--- src/rtl/stream_mux.sv ---
// N-channel valid/ready stream mux: addressed or round-robin grant into a one-beat output register (1-cycle latency).
// Optional packet lock under `STREAM_MUX_LOCK_EN`: a packet holds the grant until its last beat.
module stream_mux #(
  parameter int WIDTH  = 8,
  parameter int NUM_CH = 4,
  parameter int SEL_W  = 2
) (
  input  logic                    clk,
  input  logic                    rst_n,
  input  logic                    mode,
  input  logic [SEL_W-1:0]        sel,
  input  logic [NUM_CH*WIDTH-1:0] in_data,
  input  logic [NUM_CH-1:0]       in_valid,
  input  logic [NUM_CH-1:0]       in_last,
  output logic [NUM_CH-1:0]       in_ready,
  output logic [WIDTH-1:0]        out_data,
  output logic                    out_last,
  output logic [SEL_W-1:0]        out_ch,
  output logic                    out_valid,
  input  logic                    out_ready
);

  logic [WIDTH-1:0] out_data_q;
  logic             out_last_q;
  logic [SEL_W-1:0] out_ch_q;
  logic             out_valid_q;
  logic [SEL_W-1:0] ptr_q, ptr_d;
  logic             lock_q;
  logic [SEL_W-1:0] lock_ch_q;

  logic             can_accept;
  logic             grant_vld;
  logic [SEL_W-1:0] grant_idx;
  logic             xfer;
  logic [WIDTH-1:0] beat_data;
  logic             beat_last;

  assign can_accept = !out_valid_q || out_ready;

  // Round-robin scans from the highest offset down so the nearest valid channel past ptr wins.
  always_comb begin
    grant_vld = 1'b0;
    grant_idx = '0;
    if (mode) begin
      for (int k = NUM_CH - 1; k >= 0; k--) begin
        for (int i = 0; i < NUM_CH; i++) begin
          if (i == (int'(ptr_q) + k) % NUM_CH && in_valid[i]) begin
            grant_vld = 1'b1;
            grant_idx = SEL_W'(i);
          end
        end
      end
    end else if (int'(sel) < NUM_CH) begin
      grant_vld = 1'b1;
      grant_idx = sel;
    end
    if (lock_q) begin
      grant_vld = 1'b1;
      grant_idx = lock_ch_q;
    end
  end

  always_comb begin
    in_ready  = '0;
    beat_data = '0;
    beat_last = 1'b0;
    for (int i = 0; i < NUM_CH; i++) begin
      in_ready[i] = can_accept && grant_vld && (grant_idx == SEL_W'(i));
      if (in_ready[i]) begin
        beat_data = in_data[i*WIDTH +: WIDTH];
        beat_last = in_last[i];
      end
    end
  end

  assign xfer  = |(in_valid & in_ready);
  assign ptr_d = (grant_idx == SEL_W'(NUM_CH - 1)) ? '0 : grant_idx + 1'b1;

  always_ff @(posedge clk or negedge rst_n) begin
    if (!rst_n) begin
      out_valid_q <= 1'b0;
      out_data_q  <= '0;
      out_last_q  <= 1'b0;
      out_ch_q    <= '0;
      ptr_q       <= '0;
    end else begin
      if (xfer) begin
        out_valid_q <= 1'b1;
        out_data_q  <= beat_data;
        out_last_q  <= beat_last;
        out_ch_q    <= grant_idx;
      end else if (out_ready) begin
        out_valid_q <= 1'b0;
      end
      // Mid-packet beats leave ptr alone; the closing beat moves it past the locked channel.
      if (mode && xfer && (!lock_q || beat_last)) begin
        ptr_q <= ptr_d;
      end
    end
  end

`ifdef STREAM_MUX_LOCK_EN
  always_ff @(posedge clk or negedge rst_n) begin
    if (!rst_n) begin
      lock_q    <= 1'b0;
      lock_ch_q <= '0;
    end else if (xfer) begin
      if (!beat_last) begin
        lock_q    <= 1'b1;
        lock_ch_q <= grant_idx;
      end else begin
        lock_q    <= 1'b0;
      end
    end
  end
`else
  assign lock_q    = 1'b0;
  assign lock_ch_q = '0;
`endif

  assign out_data  = out_data_q;
  assign out_last  = out_last_q;
  assign out_ch    = out_ch_q;
  assign out_valid = out_valid_q;

endmodule

--- config.mk ---
export PLATFORM = sky130hd
export DESIGN_NAME = stream_mux
export DESIGN_NICKNAME = d
export VERILOG_FILES = /design/src/rtl/stream_mux.sv
export SDC_FILE = /design/constraint.sdc
export NUM_CORES = 1
export LEC_CHECK = 0
export BUFFER_PORTS_ARGS = -buffer_cell sky130_fd_sc_hd__buf_2
export CORE_ASPECT_RATIO = 1.1
export CORE_UTILIZATION = 39
export DETAILED_ROUTE_END_ITERATION = 8
export PLACE_DENSITY = 0.73
export SETUP_SLACK_MARGIN = 0.02
export SLEW_MARGIN = 5
export SYNTH_ARGS = -nofsm -noshare
export SYNTH_HDL_FRONTEND = slang
export SYNTH_SLANG_ARGS = --single-unit
--- constraint.sdc ---
create_clock -name clk -period 2.3 [get_ports clk]
set_input_delay 0.345 -clock clk [delete_from_list [all_inputs] [get_ports clk]]
set_output_delay 0.345 -clock clk [all_outputs]
set_load 0.05 [all_outputs]
==> impl_metrics.toml <==
[run_status]
status = "finished, violations left"
violations = "setup timing"

[logic_synthesis]
async_flop_share_pct = 100
synthTopCellsByCount = "nand2_1, dfrtp_1, nor2_1"
ys_seq_area_share_pct = 32.6
yosysTopAreaCell = "dfrtp_1"
synth_edf_count = 0
syn-mean-instance-area_um2 = 8.14
synthCells = 132
synth_cell_types = 31
syn_area_um2 = 1070
synthTopCellsByArea = "dfrtp_1, a211o_1, a221oi_1, a31oi_1, nand2_1"
yosys_warnings = 0
synth_fp_nets = 182
synth.most_common_cell = "nand2_1"
synth-seq-cells = 14
synthFlopType = "dfrtp_1"
synth_top_cell_area_share_pct = 32.6

[critical_path]
crit_family = "simple AND/OR/NAND/NOR gates"
crit_top_cell = "buf_6"
r2r-start = "ptr_q[0]"
cp-end-kind = "output port"
required_ns = 1.96
crit_fanout = 5
cp_cell_sequence = "or3b_4 > a41oi_4 > buf_6 > ha_4 > buf_6 > nand2_4 > a21oi_2 > buf_6"
startpoint_type = "flip-flop"
crit_path_top_delay_cell = "or3b_4"
arrival_ns = 2.04
critPathKind = "reg -> out"
critPathMaxStageDelay_ns = 0.44
crit_start = "ptr_q[0]"
worstPathBufferInverterCount = 3

[sta]
grt_setup_unrepaired = "yes"
hold_violations = 0
worst_slack_ns = -0.0855
relSlewSlack_pct = 76.4
setup_viol = 13
slew_viol_final = 0
setup_tns_ns = -0.595
min_period_ns = 2.39
fmax_mhz = 419
skew_ns = 0.00394
worstMarginPinSlew_ns = 0.354
timing.final.crit_share_pct = 104

[die]
die_h_um = 57.1
die_area_um2 = 2970
pin_count = 62
initial_core_util_pct = 42.3
fp.coreArea_um2 = 2540
die_w_um = 52.1
rows = 19

[finish]
final_nets = 267
post-route-cell-area_um2 = 1870
drive_gt1_share_pct = 56.0
fin_cells = 247
postLayoutCoreUtil_pct = 73.4
area_delta_synth_final_pct = 73.8
n_antenna_cell = 0
fillers = 194

[power]
p_leak_nw = 0.904
ir_worst_vdd_mv = 0.910
power_density_nw_per_um2 = 1170

[route]
viasPerCell = 5.32
drt_iter0_drc = 22
antenna_left = 0
dr.pass1.iters = 4
vias = 1314
drc = 0
avgRoutedWirePerCell_um = 13.8
wirelength_um = 3410

[place]
placed_area_um2 = 1610
gp_congestion = 0.828
hpwlAfterDp_um = 2650
dp.cells = 234
port_buffers = 61

[grt]
grt_pass1_vias = 1311
antenna_found_initial = 0
grt_remaining_overflow = 0
grt_use_met2_pct = 47.3
grt_max_degree = 15
grt.total_usage_pct = 24.3
globalRouteMet3Util_pct = 2.40
grt_pass1_wl_um = 5490
grt-busiest-layer = "met2"
met1_usage_pct = 26.3

[worst_hold_path]
hold_path.class = "in -> reg"
hold_start = "in_data[29]"

[clock_network]
numCtsBuffers = 3
path_clk_slew_ns = 0.09
root_buffer = "clkbuf_4"
cts_tree = "built"
clock_latency_ns = 0.28
cts-htree-levels = 1
cts.sinks = 14
clockBufferDepth = 2

[run]
max_cap_viol_count = 0
## power breakdown
part | leakage [nW] | switching, mW | internal, mW
clock network | 0.0210 | 0.0829 | 0.0961
registers | 0.159 | 0.0833 | 0.371
logic | 0.724 | 0.938 | 0.608
total | 0.904 | 1.10 | 1.07
## worst reg2reg max path, delay by kind of cell, from the launching register on
kind | cells | cell delay [ns]
muxes | 1 | 0.34
adders and majority gates | 1 | 0.16
DFF | 1 | 0.43
AOI/OAI and AO/OA | 3 | 0.35
buffers and inverters | 2 | 0.29
and+or+nand+nor | 3 | 0.67
## sequential cells by signal (all words and copies together), names as in the netlist
register,flops
out_valid,1
out_last,1
out_ch,2
ptr_q,2
out_data,8
## routing by layer
layer	part of all wire, %	vias up	wire length, um
met5	0	-	0
met4	0.68	0	23
met3	4.0	4	137
met2	56	46	1900
met1	39	618	1340
li1	-	646	-
## cell families (layout without fill, tap and decap cells)
group	count (synthesis)	after routing	synth area share, %
multiplexers	3	3	3.49
XOR/XNOR	1	1	0.815
AND/OR/NAND/NOR	43	43	18.5
buffers and inverters	22	106	8.15
flip-flops	14	14	32.6
adder cells (fa/ha/maj)	4	4	4.66
AO/OA/AOI/OAI	45	45	31.8
## metrics by stage
stage	hold WS [ns]	power [mW]	setup slack [ns]
6_report	0.314	2.18	-0.0855
5_1_grt	0.321	2.30	-0.165
4_1_cts	0.306	2.10	-0.118
3_5_place_dp	0.260	1.80	-0.102
3_3_place_gp	0.258	1.76	-0.00312
2_1_floorplan	0.0494	1.43	0.0107
## path summary, 6_finish.rpt
check	end	slack, ns	depth (start not counted)
min	out_data[5]	0.31	3
max in group asynchronous	ptr_q[1]	1.53	2
max reg2reg	ptr_q[0]	-0.05	10
min in group asynchronous	out_last	0.49	2
max	in_ready[0]	-0.09	8
min reg2reg	out_ch[1]	0.54	1
## what timing repair did
item                       in CTS  in global routing
resized for setup              25                 10
buffers inserted                4                  4
hold endpoints to repair       14                  0
hold buffers                    1                  0
pin swaps                       5                  3
setup endpoints to repair      17                 17
## cells in the final DEF (no fill, tap or decap), drive strengths merged, types with 7 or more instances in the layout
master | synthesis | layout
a31oi | 9 | 9
inv | 12 | 12
a221oi | 9 | 9
buf | 5 | 89
a211o | 9 | 9
nor2 | 13 | 13
dfrtp | 14 | 14
nand2 | 15 | 15
a21oi | 7 | 7
## cell type report
type	instances	area (um2)	area share [%]
timing repair buffer	90	582	31.1
tap	31	38.8	2.08
clock buffer	4	36.3	1.94
sequential	14	352	18.8
multi-input combinational	96	815	43.6
inverter	12	45.0	2.41
No activity file was read; power rests on OpenSTA's default activity.
